===== src/rtl/csr_pkg.sv =====
// rtl/csr_pkg.sv - machine-mode CSR addresses, mstatus fields, interrupt codes and trap sequencer states
package csr_pkg;

   localparam logic [11:0] CSR_MSTATUS = 12'h300;
   localparam logic [11:0] CSR_MEPC    = 12'h341;
   localparam logic [11:0] CSR_MCAUSE  = 12'h342;
   localparam logic [11:0] CSR_MTVAL   = 12'h343;

   localparam logic [3:0] IRQ_MSI = 4'd3;
   localparam logic [3:0] IRQ_MTI = 4'd7;
   localparam logic [3:0] IRQ_MEI = 4'd11;

   localparam int MSTATUS_MIE    = 3;
   localparam int MSTATUS_MPIE   = 7;
   localparam int MSTATUS_MPP_LO = 11;
   localparam int MSTATUS_MPP_HI = 12;

   localparam logic [1:0] PRV_M = 2'b11;

   typedef enum logic [2:0] {
      ST_IDLE,
      ST_W_MEPC,
      ST_W_MCAUSE,
      ST_W_MTVAL,
      ST_W_MSTATUS,
      ST_M_MSTATUS,
      ST_REDIRECT
   } trap_state_t;

endpackage


===== src/rtl/irq_prio.sv =====
// rtl/irq_prio.sv - fixed-priority encoder for pending machine interrupts (MEI > MSI > MTI)
module irq_prio
   import csr_pkg::*;
(
   input  logic [11:0] pend,
   output logic        valid,
   output logic [3:0]  code
);

   // Only the three machine-level sources participate; the other bits are reserved here.
   logic unused_pend;
   assign unused_pend = ^{pend[10:8], pend[6:4], pend[2:0]};

   always_comb begin
      valid = 1'b0;
      code  = 4'd0;
      if (pend[IRQ_MEI]) begin
         valid = 1'b1;
         code  = IRQ_MEI;
      end else if (pend[IRQ_MSI]) begin
         valid = 1'b1;
         code  = IRQ_MSI;
      end else if (pend[IRQ_MTI]) begin
         valid = 1'b1;
         code  = IRQ_MTI;
      end
   end

endmodule


===== src/rtl/trap_ctrl.sv =====
// rtl/trap_ctrl.sv - trap/mret sequencer owning the single CSR write port during trap entry and return
module trap_ctrl
   import csr_pkg::*;
#(
   parameter int XLEN        = 64,
   parameter bit VECTORED_EN = 1'b1
)(
   input  logic            clk,
   input  logic            rst,
   input  logic            commit_valid,
   input  logic [XLEN-1:0] commit_pc,
   input  logic            exc_valid,
   input  logic [3:0]      exc_code,
   input  logic [XLEN-1:0] exc_tval,
   input  logic            mret,
   input  logic [XLEN-1:0] csr_mstatus,
   input  logic [XLEN-1:0] csr_mie,
   input  logic [XLEN-1:0] csr_mip,
   input  logic [XLEN-1:0] csr_mtvec,
   input  logic [XLEN-1:0] csr_mepc,
   input  logic [1:0]      prvmode,
   input  logic            pipe_csr_we,
   input  logic [11:0]     pipe_csr_addr,
   input  logic [XLEN-1:0] pipe_csr_wd,
   output logic            csr_we,
   output logic [11:0]     csr_addr,
   output logic [XLEN-1:0] csr_wd,
   output logic            prv_we,
   output logic [1:0]      prv_next,
   output logic            stall,
   output logic            flush,
   output logic            redirect_valid,
   output logic [XLEN-1:0] redirect_pc
);

   trap_state_t state, state_nx;

   logic [XLEN-1:0] epc_q, mstatus_q, mtvec_q, cause_q, tval_q;
   logic [XLEN-1:1] mepc_q;
   logic [1:0]      prv_q;
   logic            is_mret_q;

   logic            irq_valid;
   logic [3:0]      irq_code;
   logic            take_int, take_exc, take_trap, take_mret;

   logic unused_bits;
   assign unused_bits = ^{csr_mie[XLEN-1:12], csr_mip[XLEN-1:12], csr_mepc[0]};

   irq_prio u_irq_prio (
      .pend  (csr_mie[11:0] & csr_mip[11:0]),
      .valid (irq_valid),
      .code  (irq_code)
   );

   assign take_int  = commit_valid && csr_mstatus[MSTATUS_MIE] && irq_valid;
   assign take_exc  = commit_valid && exc_valid;
   assign take_trap = take_int || take_exc;
   assign take_mret = commit_valid && mret && !take_trap;

   // Vectored mode only offsets interrupt traps; exceptions always land on the base.
   logic [XLEN-1:0] trap_base, trap_target;
   assign trap_base   = {mtvec_q[XLEN-1:2], 2'b00};
   assign trap_target = (VECTORED_EN && mtvec_q[1:0] == 2'b01 && cause_q[XLEN-1])
                      ? trap_base + {{(XLEN-6){1'b0}}, cause_q[3:0], 2'b00}
                      : trap_base;

   logic [XLEN-1:0] ms_trap, ms_mret;
   always_comb begin
      ms_trap                                = mstatus_q;
      ms_trap[MSTATUS_MPIE]                  = mstatus_q[MSTATUS_MIE];
      ms_trap[MSTATUS_MIE]                   = 1'b0;
      ms_trap[MSTATUS_MPP_HI:MSTATUS_MPP_LO] = prv_q;
      ms_mret                                = mstatus_q;
      ms_mret[MSTATUS_MIE]                   = mstatus_q[MSTATUS_MPIE];
      ms_mret[MSTATUS_MPIE]                  = 1'b1;
      ms_mret[MSTATUS_MPP_HI:MSTATUS_MPP_LO] = 2'b00;
   end

   always_ff @(posedge clk or negedge rst) begin
      if (!rst) begin
         state     <= ST_IDLE;
         epc_q     <= '0;
         mstatus_q <= '0;
         mtvec_q   <= '0;
         mepc_q    <= '0;
         cause_q   <= '0;
         tval_q    <= '0;
         prv_q     <= 2'b00;
         is_mret_q <= 1'b0;
      end else begin
         state <= state_nx;
         if (state == ST_IDLE && (take_trap || take_mret)) begin
            epc_q     <= commit_pc;
            mstatus_q <= csr_mstatus;
            mtvec_q   <= csr_mtvec;
            mepc_q    <= csr_mepc[XLEN-1:1];
            prv_q     <= prvmode;
            is_mret_q <= !take_trap;
            cause_q   <= take_int ? {1'b1, {(XLEN-5){1'b0}}, irq_code}
                                  : {1'b0, {(XLEN-5){1'b0}}, exc_code};
            tval_q    <= take_int ? '0 : exc_tval;
         end
      end
   end

   always_comb begin
      state_nx       = state;
      csr_we         = 1'b0;
      csr_addr       = 12'h000;
      csr_wd         = '0;
      prv_we         = 1'b0;
      prv_next       = 2'b00;
      stall          = 1'b0;
      flush          = 1'b0;
      redirect_valid = 1'b0;
      redirect_pc    = '0;
      // Outputs are forced quiet while reset is held, including the IDLE passthrough.
      if (rst) begin
         case (state)
            ST_IDLE: begin
               if (take_trap || take_mret) begin
                  stall    = 1'b1;
                  flush    = 1'b1;
                  state_nx = take_trap ? ST_W_MEPC : ST_M_MSTATUS;
               end else begin
                  csr_we   = pipe_csr_we;
                  csr_addr = pipe_csr_addr;
                  csr_wd   = pipe_csr_wd;
               end
            end
            ST_W_MEPC: begin
               stall    = 1'b1;
               csr_we   = 1'b1;
               csr_addr = CSR_MEPC;
               csr_wd   = epc_q;
               state_nx = ST_W_MCAUSE;
            end
            ST_W_MCAUSE: begin
               stall    = 1'b1;
               csr_we   = 1'b1;
               csr_addr = CSR_MCAUSE;
               csr_wd   = cause_q;
               state_nx = ST_W_MTVAL;
            end
            ST_W_MTVAL: begin
               stall    = 1'b1;
               csr_we   = 1'b1;
               csr_addr = CSR_MTVAL;
               csr_wd   = tval_q;
               state_nx = ST_W_MSTATUS;
            end
            ST_W_MSTATUS: begin
               stall    = 1'b1;
               csr_we   = 1'b1;
               csr_addr = CSR_MSTATUS;
               csr_wd   = ms_trap;
               prv_we   = 1'b1;
               prv_next = PRV_M;
               state_nx = ST_REDIRECT;
            end
            ST_M_MSTATUS: begin
               stall    = 1'b1;
               csr_we   = 1'b1;
               csr_addr = CSR_MSTATUS;
               csr_wd   = ms_mret;
               prv_we   = 1'b1;
               prv_next = mstatus_q[MSTATUS_MPP_HI:MSTATUS_MPP_LO];
               state_nx = ST_REDIRECT;
            end
            ST_REDIRECT: begin
               stall          = 1'b1;
               redirect_valid = 1'b1;
               redirect_pc    = is_mret_q ? {mepc_q, 1'b0} : trap_target;
               state_nx       = ST_IDLE;
            end
            default: state_nx = ST_IDLE;
         endcase
      end
   end

endmodule


===== config.mk =====
export PLATFORM = sky130hd
export DESIGN_NAME = trap_ctrl
export DESIGN_NICKNAME = d
export VERILOG_FILES = /design/src/rtl/csr_pkg.sv /design/src/rtl/irq_prio.sv /design/src/rtl/trap_ctrl.sv
export SDC_FILE = /design/constraint.sdc
export NUM_CORES = 1
export LEC_CHECK = 0
export ABC_AREA = 1
export CORE_AREA = 3 3 263 265
export CTS_BUF_LIST = sky130_fd_sc_hd__clkbuf_4
export DETAILED_ROUTE_END_ITERATION = 8
export DIE_AREA = 0 0 266 268
export DONT_BUFFER_PORTS = 1
export PLACE_DENSITY = 0.5
export RECOVER_POWER = 50
export SETUP_SLACK_MARGIN = 0.5
export SYNTH_ARGS = -nofsm -noshare
export SYNTH_HDL_FRONTEND = slang
export SYNTH_SLANG_ARGS = --single-unit

===== constraint.sdc =====
create_clock -name clk -period 2.75 [get_ports clk]
set_input_delay 0.6875 -clock clk [delete_from_list [all_inputs] [get_ports clk]]
set_output_delay 0.6875 -clock clk [all_outputs]
set_load 0.01 [all_outputs]

==> results_dict.tcl, run 1 <==
set metrics [dict create \
    outcome "finished, violations left" \
    violations "negative hold slack, max-slew violations, negative setup slack" \
    cts_tree "done" \
    p_leak_nw 14.2 \
    netlist_top_cells_area "dfrtp_1, nand2_1, nor2_1" \
    ys_types 38 \
    crit_arrival_ns 2.91 \
    comb_power_share_pct 52.5 \
    area_growth_pct 71.0 \
    grt_first_pass_wirelength_um 126000 \
    antenna_found_initial 8 \
    wirelength_um 91500 \
    crit_required_ns 2.06 \
    hold_viol 330 \
    drive_gt1_share_pct 29.5 \
    cp-end-kind "output port" \
    htreeDepth 3 \
    ys_async_sr_fraction_pct 100 \
    slew_headroom_pct -23.9 \
    vias 19829 \
    finalMaxSlewViolations 144 \
    drtIter0Drc 1205 \
    avgSynthCellArea_um2 7.03 \
    clock-root-buffer "clkbuf_4" \
    rsz0062_at_grt "true" \
    ys.warnings.count 0 \
    peakVddDrop_v 0.000476 \
    overflow 0 \
    maxCapViolCount 0 \
    port_buffers 0 \
    clock_power_share_pct 16.6 \
    clock_sinks 330 \
    yosysTopAreaCell "dfrtp_1" \
    worstPathMaxFanout 6 \
    clk_latency_ns 0.89 \
    hold_path_class "in -> async" \
    setup-violations-final 146 \
    fmax_ghz 0.278 \
    min_period_over_period_pct 131 \
    initial_core_util_pct 26.1 \
    placementRows 95 \
    syn-instance-count 2486 \
    fillers 6367 \
    gp_congestion 0.897 \
    dieArea_mm2 0.0713 \
    hpwl_um 54600 \
    setup_ws_ns -0.851 \
    syn_area_mm2 0.0175 \
    hold_ws_ns -0.453 \
    die_y_um 268 \
    die_x_um 266 \
    criticalPathCategory "reg -> out" \
    reg2reg_slack_ns 0.22 \
    finClkSkew_ns 0.0873 \
    drtAntennaViolNets 0 \
    synth-seq-cells 330 \
    fin_crit_ns 3.60 \
    track_usage_pct 23.3 \
    cts_made_buffers 100 \
    critPathLaunchType "flip-flop" \
    finalSetupTns_ns -89.58 \
    intPower_mw 16.2 \
    io_pins 683 \
    clock_path_buffers 3 \
    powerDensity_mw_per_mm2 966 \
    synth_commonest_cells "nand2_1, dfrtp_1, nor2_1" \
    grt_start_max_net_pins 337 \
    power_switching_mw 12.7 \
    seq_power_share_pct 30.9 \
    drc_errors 0 \
    tightest_slew_ns 1.86 \
    worst-r2r-cell-count 13 \
    power_mw 28.8 \
    cts.reportedPaths.clkPinSlew_ns 0.06 \
    synth_ff_type "dfrtp_1" \
    grt_pass1_vias 20402 \
    first_pass_iters 7 \
    wire_per_inst_um 22.7 \
    p_sw_share_pct 43.9 \
    syn-num-nets 3027 \
    viasPerCell 4.93 \
    yosysTopAreaCellShare_pct 47.3 \
    synth.most_common_cell "nand2_1" \
    core_mm2 0.0670 \
    synth-edff-count 0 \
    seq_area_frac_synth_pct 47.3 \
    finalNetCount 3613 \
]
==> per-stage QoR <==
| stage | setup slack [ns] | std cells | utilization (%) | cell area, µm² |
|---|---|---|---|---|
| finish | -0.851 | 4026 | 44.5 | 29900 |
| global route | -1.10 | 4026 | 44.5 | 29900 |
| CTS | -0.968 | 3954 | 41.8 | 28000 |
| detailed placement | -0.216 | 3349 | 30.2 | 20300 |
| global placement | -0.209 | 3349 | 30.2 | 20300 |
| floorplan | 0.250 | 2486 | - | 18600 |
==> sequential cells by signal (all words and copies together) (netlist names) <==
signal,cells
epc_q,64
cause_q,5
is_mret_q,1
state,3
mstatus_q,64
prv_q,2
tval_q,64
mepc_q,63
mtvec_q,64
==> power groups by stage <==
stage | combinational, mW | sequential, mW | clock (mW)
after floorplan | 6.53 | 8.19 | 0
after global placement | 9.30 | 8.65 | 0
after detailed placement | 9.44 | 8.70 | 0
after CTS | 13.4 | 8.76 | 4.95
after global routing | 16.3 | 9.13 | 5.23
final | 15.1 | 8.90 | 4.79
==> path summary, 6_finish.rpt <==
check | from | end
max in group asynchronous | rst | mtvec_q[53]
min in group clk | csr_mie[11] | cause_q[3]
min reg2reg | epc_q[49] | epc_q[49]
max | mtvec_q[2] | redirect_pc[34]
min | rst | mepc_q[12]
max reg2reg | state[2] | cause_q[2]
==> repair_timing <==
item / CTS / global route
gates resized for setup: 441 / 226
pin swaps: 125 / 110
buffers inserted: 75 / 39
gates cloned: 29 / 27
endpoints found under the hold margin: 653 / 331
hold buffers: 323 / 1
endpoints found under the setup margin: 146 / 449
==> cell usage in the layout (no fill, tap or decap), types with 7 or more instances in the layout <==
cell	n
nand2_2	75
o21ai_1	8
a21oi_2	13
nor2_1	162
nand2_8	9
nor2_4	36
buf_12	49
nand3b_1	7
buf_6	61
clkbuf_4	134
o21ai_2	14
clkinv_2	14
inv_2	41
nand3_1	62
o21ai_0	52
clkinv_1	26
nand2_1	1066
dfrtp_2	15
dlygate4sd3_1	324
nor2_2	8
buf_4	106
a21oi_1	8
a22oi_2	31
buf_8	8
a22oi_1	27
nor3_1	8
a21oi_4	10
or2_4	7
nand2_4	105
nand4_1	23
dfrtp_1	315
buf_16	36
inv_1	102
nand3_2	27
clkbuf_16	23
nand3_4	8
o211ai_1	12
a31oi_4	59
==> layer usage <==
metal	share of wire, %	global-route usage [%]
met3	7.5	6.56
met4	3.7	8.39
met5	0.060	0
met1	39	27.3
met2	49	40.9
==> final cells by class <==
type / count / area, µm² / area share (%)
clock buffers: 134 / 1010 / 3.37
inverters: 158 / 682 / 2.28
clock inverters: 44 / 228 / 0.763
repair buffers: 611 / 7520 / 25.2
diodes: 5 / 12.5 / 0.0419
multi-input cells: 1871 / 11000 / 37.0
flip-flops and latches: 330 / 8280 / 27.7
well taps: 873 / 1090 / 3.66
==> cells by family after synthesis <==
group / count (synthesis) / synth area share [%]
AND/OR/NAND/NOR: 1610 / 36.3
flip-flops: 330 / 47.3
buffers and inverters: 285 / 6.91
AO/OA/AOI/OAI: 247 / 8.64
XOR/XNOR: 8 / 0.401
adder cells (fa/ha/maj): 5 / 0.401
other: 1 / 0.0215
==> critical path: stages, from the launching register on <==
cell,delay [ns]
dfrtp_1,0.35
ha_2,0.19
inv_2,0.04
fa_2,0.36
nor2_4,0.11
nor2_4,0.06
nor2_4,0.15
nand2_4,0.08
nor2_4,0.12
buf_12,0.14
buf_8,0.11
nand2_2,0.04
nand2_1,0.07
nand3_1,0.07
nand2_1,0.12
inv_2,0.06
No activity file was read; power rests on OpenSTA's default activity.
==> run 2: changes to the inputs <==
--- a/config.mk
+++ b/config.mk
@@ -13,6 +13,7 @@
 export DONT_BUFFER_PORTS = 1
 export PLACE_DENSITY = 0.5
 export RECOVER_POWER = 50
+export REMOVE_ABC_BUFFERS = 1
 export SETUP_SLACK_MARGIN = 0.5
 export SYNTH_ARGS = -nofsm -noshare
 export SYNTH_HDL_FRONTEND = slang
==> results_dict.tcl, run 2 (same netlist as run 1, synthesis figures left out) <==
set metrics [dict create \
    outcome "finished, violations left" \
    violations "negative hold slack, negative setup slack" \
    drc_errors 0 \
    antenna_found_initial 7 \
    drive_gt1_share_pct 29.3 \
    rsz0062_at_grt "true" \
    wire_per_inst_um 20.9 \
    worst-r2r-cell-count 14 \
    gp_congestion 0.864 \
    cts_made_buffers 97 \
    grt_use_met3_pct 5.60 \
    core_mm2 0.0670 \
    hold_buffers 322 \
    reg2reg_from "state[2]" \
    top_usage_layer "met2" \
    track_usage_pct 21.9 \
    setup-violations-final 146 \
    grt_start_max_net_pins 337 \
    port_buffers 0 \
    htreeDepth 3 \
    grt_first_pass_wirelength_um 120000 \
    crit_required_ns 2.06 \
    setup_ws_ns -0.836 \
    fin_crit_ns 3.59 \
    wirelength_um 84500 \
    grt_pass1_vias 20321 \
    met1_usage_pct 25.2 \
    hold_path_class "in -> async" \
    first_pass_iters 5 \
    clock_sinks 330 \
    die_y_um 268 \
    placementRows 95 \
    dieArea_mm2 0.0713 \
    initial_core_util_pct 26.1 \
    vias 19756 \
    drtAntennaViolNets 0 \
    drtIter0Drc 1109 \
    hold_ws_ns -0.459 \
    clock-root-buffer "clkbuf_4" \
    fmax_ghz 0.279 \
    peakVddDrop_v 0.000497 \
    endpoint "csr_wd[8]" \
    io_pins 683 \
    crit_arrival_ns 2.90 \
    viasPerCell 4.88 \
    hold_viol 330 \
    powerDensity_mw_per_mm2 957 \
    tightest_slew_ns 1.28 \
    stdcell_area_mm2 0.0290 \
    reg2reg_slack_ns 0.58 \
    hpwl_um 52000 \
    criticalPathCategory "in -> out" \
    finalMaxSlewViolations 0 \
    cts.reportedPaths.clkPinSlew_ns 0.07 \
    min_period_over_period_pct 130 \
    worstPathMaxFanout 336 \
    critPathLaunchType "primary input" \
    final_common_cell "nand2_1" \
    maxCapViolCount 0 \
    finalNetCount 3639 \
    r2r_end "tval_q[1]" \
    fin_util_pct 43.2 \
    clock_path_buffers 3 \
    met2_usage_pct 37.9 \
    die_x_um 266 \
    place_worst_setup_slack_ns -0.271 \
    slew_headroom_pct 14.6 \
    p_leak_nw 13.8 \
    layout_common_cells "nand2_1, dfrtp_1, dlygate4sd3_1, nor2_1, buf_4" \
    startpoint "rst" \
    area_growth_pct 66.0 \
    cts_tree "done" \
    place_area_mm2 0.0197 \
    cp-end-kind "output port" \
    finClkSkew_ns 0.0569 \
    clk_latency_ns 0.84 \
    overflow 0 \
]
[run 2: cell count changes in the layout (fill, tap and decap cells not counted), moves of 23 or more]
cell | previous run | this run
buf_4 | 106 | 150
nand2_4 | 105 | 64
nand2_1 | 1066 | 1096
nand3_1 | 62 | 35
a31oi_1 | 1 | 24
a31oi_4 | 59 | 36
[run 2: layout make-up]
class	count	area [µm²]
flip-flops and latches	330	8270
well taps	873	1090
multi-input cells	1871	10500
clock inverters	28	143
diodes	3	7.51
clock buffers	143	1070
fillers	6469	38100
repair buffers	640	7220
inverters	158	674
[run 2: where the power goes]
| group | switching (mW) | internal (mW) |
|---|---|---|
| Combinational | 7.81 | 6.30 |
| Clock | 2.40 | 2.39 |
| Sequential | 1.77 | 7.08 |
[run 2: worst min path at each step]
| stage | to | slack, ns | cells past startpoint |
|---|---|---|---|
| 2_1_floorplan | cause_q[0] | 0.39 | 0 |
| 3_3_place_gp | mepc_q[34] | 0.40 | 0 |
| 3_5_place_dp | mepc_q[52] | 0.40 | 0 |
| 4_1_cts | epc_q[27] | -0.58 | 0 |
| 5_1_grt | mepc_q[52] | -0.54 | 0 |
| 6_report | mepc_q[49] | -0.46 | 0 |
[run 2: critical path, cell delays in order]
cell     delay (ns)
inv_2          0.57
buf_6          0.56
a31oi_1        0.12
buf_4          0.19
[run 2: routing by layer]
metal	routed length (µm)	up-vias
met5	48	-
met4	4810	8
met3	6350	238
met2	40700	911
met1	32600	9456
li1	-	9143
[run 2: what timing repair did]
item                       CTS  global route
hold endpoints to repair   652           330
pin swaps                   99           131
setup buffers               62            30
cloned                      21             9
gates resized for setup    436           344
setup endpoints to repair  146           269
[run 2: stage by stage]
step / setup TNS [ns] / power [mW] / std cells / hold slack, ns
6_report: -87.59 / 27.7 / 4046 / -0.459
5_1_grt: -100.18 / 29.6 / 4045 / -0.544
4_1_cts: -93.73 / 26.0 / 4004 / -0.579
3_5_place_dp: -14.22 / 17.8 / 3428 / 0.401
3_3_place_gp: -15.93 / 17.6 / 3428 / 0.403
2_1_floorplan: -1482.91 / 13.7 / 2359 / 0.392
==> run 3: changes to the inputs <==
--- a/config.mk
+++ b/config.mk
@@ -6,15 +6,16 @@
 export NUM_CORES = 1
 export LEC_CHECK = 0
 export ABC_AREA = 1
-export CORE_AREA = 3 3 263 265
+export CORE_AREA = 3 3 265 267
 export CTS_BUF_LIST = sky130_fd_sc_hd__clkbuf_4
 export DETAILED_ROUTE_END_ITERATION = 8
-export DIE_AREA = 0 0 266 268
+export DIE_AREA = 0 0 268 270
 export DONT_BUFFER_PORTS = 1
-export PLACE_DENSITY = 0.5
+export PLACE_DENSITY = 0.52
 export RECOVER_POWER = 50
 export REMOVE_ABC_BUFFERS = 1
 export SETUP_SLACK_MARGIN = 0.5
 export SYNTH_ARGS = -nofsm -noshare
 export SYNTH_HDL_FRONTEND = slang
+export SYNTH_HIERARCHICAL = 1
 export SYNTH_SLANG_ARGS = --single-unit
==> constraint.sdc (replaced) <==
create_clock -name clk -period 3.2 [get_ports clk]
set_input_delay 0.8 -clock clk [delete_from_list [all_inputs] [get_ports clk]]
set_output_delay 0.8 -clock clk [all_outputs]
set_load 0.01 [all_outputs]
==> results_dict.tcl, run 3 <==
set metrics [dict create \
    initial_core_util_pct 25.9 \
    drtIter0Drc 1076 \
    crit_top_cell "buf_4" \
    place_area_mm2 0.0193 \
    finalMaxSlewViolations 150 \
    layout_common_cells "nand2_1, dfrtp_1, dlygate4sd3_1, nor2_1, clkbuf_4" \
    critPathLaunchType "primary input" \
    hold_viol 184 \
    drc_errors 0 \
    core_mm2 0.0683 \
    seq_power_share_pct 33.1 \
    wire_per_inst_um 20.4 \
    power_mw 23.2 \
    gp_congestion 0.861 \
    hold_ws_ns -0.306 \
    clock-root-buffer "clkbuf_4" \
    crit_required_ns 2.40 \
    tightest_slew_ns 2.06 \
    fin_crit_ns 4.00 \
    clock_power_share_pct 17.3 \
    cts.reportedPaths.clkPinSlew_ns 0.07 \
    ys.warnings.count 6 \
    worstPathMaxFanout 338 \
    overflow 0 \
    rsz0062_at_grt "true" \
    p_leak_nw 12.8 \
    placementRows 96 \
    min_period_over_period_pct 125 \
    clock_path_buffers 3 \
    cts_tree "done" \
    viasPerCell 4.82 \
    violations "negative hold slack, max-slew violations, negative setup slack" \
    hold_buffers 223 \
    track_usage_pct 21.2 \
    intPower_mw 13.1 \
    power_switching_mw 10.1 \
    drive_gt1_share_pct 25.0 \
    fin_util_pct 39.2 \
    first_pass_iters 6 \
    peakVddDrop_v 0.000509 \
    fmax_ghz 0.250 \
    die_x_um 268 \
    slew_headroom_pct -37.4 \
    hold_path_class "in -> async" \
    io_pins 683 \
    grt_first_pass_wirelength_um 117000 \
    maxCapViolCount 0 \
    comb_power_share_pct 49.6 \
    finalNetCount 3469 \
    cp-end-kind "output port" \
    drtAntennaViolNets 0 \
    stdcell_area_mm2 0.0268 \
    path_cells "nand2_8 > buf_6 > buf_4 > a31oi_1 > buf_4" \
    hpwl_um 48600 \
    grt_start_max_net_pins 339 \
    criticalPathCategory "in -> out" \
    setup_ws_ns -0.797 \
    cpPeakStageDelay_ns 0.74 \
    p_sw_share_pct 43.5 \
    vias 18741 \
    cts_made_buffers 96 \
    antenna_found_initial 11 \
    dieArea_mm2 0.0724 \
    outcome "finished, violations left" \
    setup-violations-final 146 \
    area_growth_pct 51.2 \
    wirelength_um 79400 \
    finClkSkew_ns 0.0616 \
    avgSynthCellArea_um2 7.13 \
    htreeDepth 3 \
    clk_latency_ns 0.85 \
    crit_arrival_ns 3.20 \
    syn_area_mm2 0.0177 \
    port_buffers 0 \
    die_y_um 270 \
    grt_pass1_vias 19290 \
    slowest_stage "nand2_8" \
    powerDensity_mw_per_mm2 867 \
    final_common_cell "nand2_1" \
    clock_sinks 330 \
    syn-instance-count 2483 \
]
-- run 3: what timing repair did --
item | in CTS | in global routing
gates resized for setup | 377 | 171
hold endpoints to repair | 553 | 330
setup endpoints to repair | 146 | 146
pin swaps | 96 | 92
gates cloned | 24 | 0
setup buffers | 67 | 40
-- run 3: worst paths after layout --
kind                                 startpoint            end  slack [ns]  cells past startpoint
worst min register to register       mepc_q[19]     mepc_q[19]        0.46                      2
worst max-delay path                        rst     csr_wd[52]       -0.80                      5
max in group asynchronous                   rst     mtvec_q[8]        1.67                      0
min in group clk                csr_mstatus[10]  mstatus_q[10]        0.13                      2
worst max register to register         state[2]     tval_q[25]        0.80                     13
worst min-delay path                        rst     mepc_q[35]       -0.31                      0
-- run 3: cell type report --
type | count | area (µm²)
clock inverter | 26 | 153
tap | 882 | 1100
clock buffer | 137 | 1030
fill | 6882 | 41600
inverter | 145 | 576
multi-input combinational | 1871 | 10100
antenna | 10 | 25.0
timing repair buffer | 484 | 5550
sequential | 330 | 8270
-- run 3: per-stage QoR --
stage | setup TNS (ns) | std cells | hold slack (ns) | setup WS, ns
2_1_floorplan | -2246.40 | 2346 | 0.437 | -8.21
3_3_place_gp | -0.0647 | 3358 | 0.451 | -0.0296
3_5_place_dp | -0.359 | 3358 | 0.454 | -0.0514
4_1_cts | -45.85 | 3835 | -0.465 | -0.679
5_1_grt | -58.74 | 3884 | -0.425 | -0.766
6_report | -83.83 | 3885 | -0.306 | -0.797
-- run 3: power by group through the flow --
stage	logic (mW)	registers (mW)	clock network, mW
6_report	11.5	7.69	4.01
5_1_grt	12.5	7.92	4.37
4_1_cts	10.6	7.57	4.16
3_5_place_dp	7.34	7.46	0
3_3_place_gp	7.25	7.45	0
2_1_floorplan	4.71	7.13	0
-- run 3: layer usage --
| layer | part of all wire (%) | global-route usage, % |
|---|---|---|
| met2 | 50 | 37.1 |
| met1 | 38 | 24.0 |
| met3 | 7.6 | 5.66 |
| met4 | 4.3 | 9.37 |
| met5 | 0.016 | 0 |
-- run 3: worst max-delay path: cells and delay by family --
kind                   cells  cell delay [ns]
AOI/OAI and AO/OA          1             0.06
buffers and inverters      3             0.61
and+or+nand+nor            1             0.74
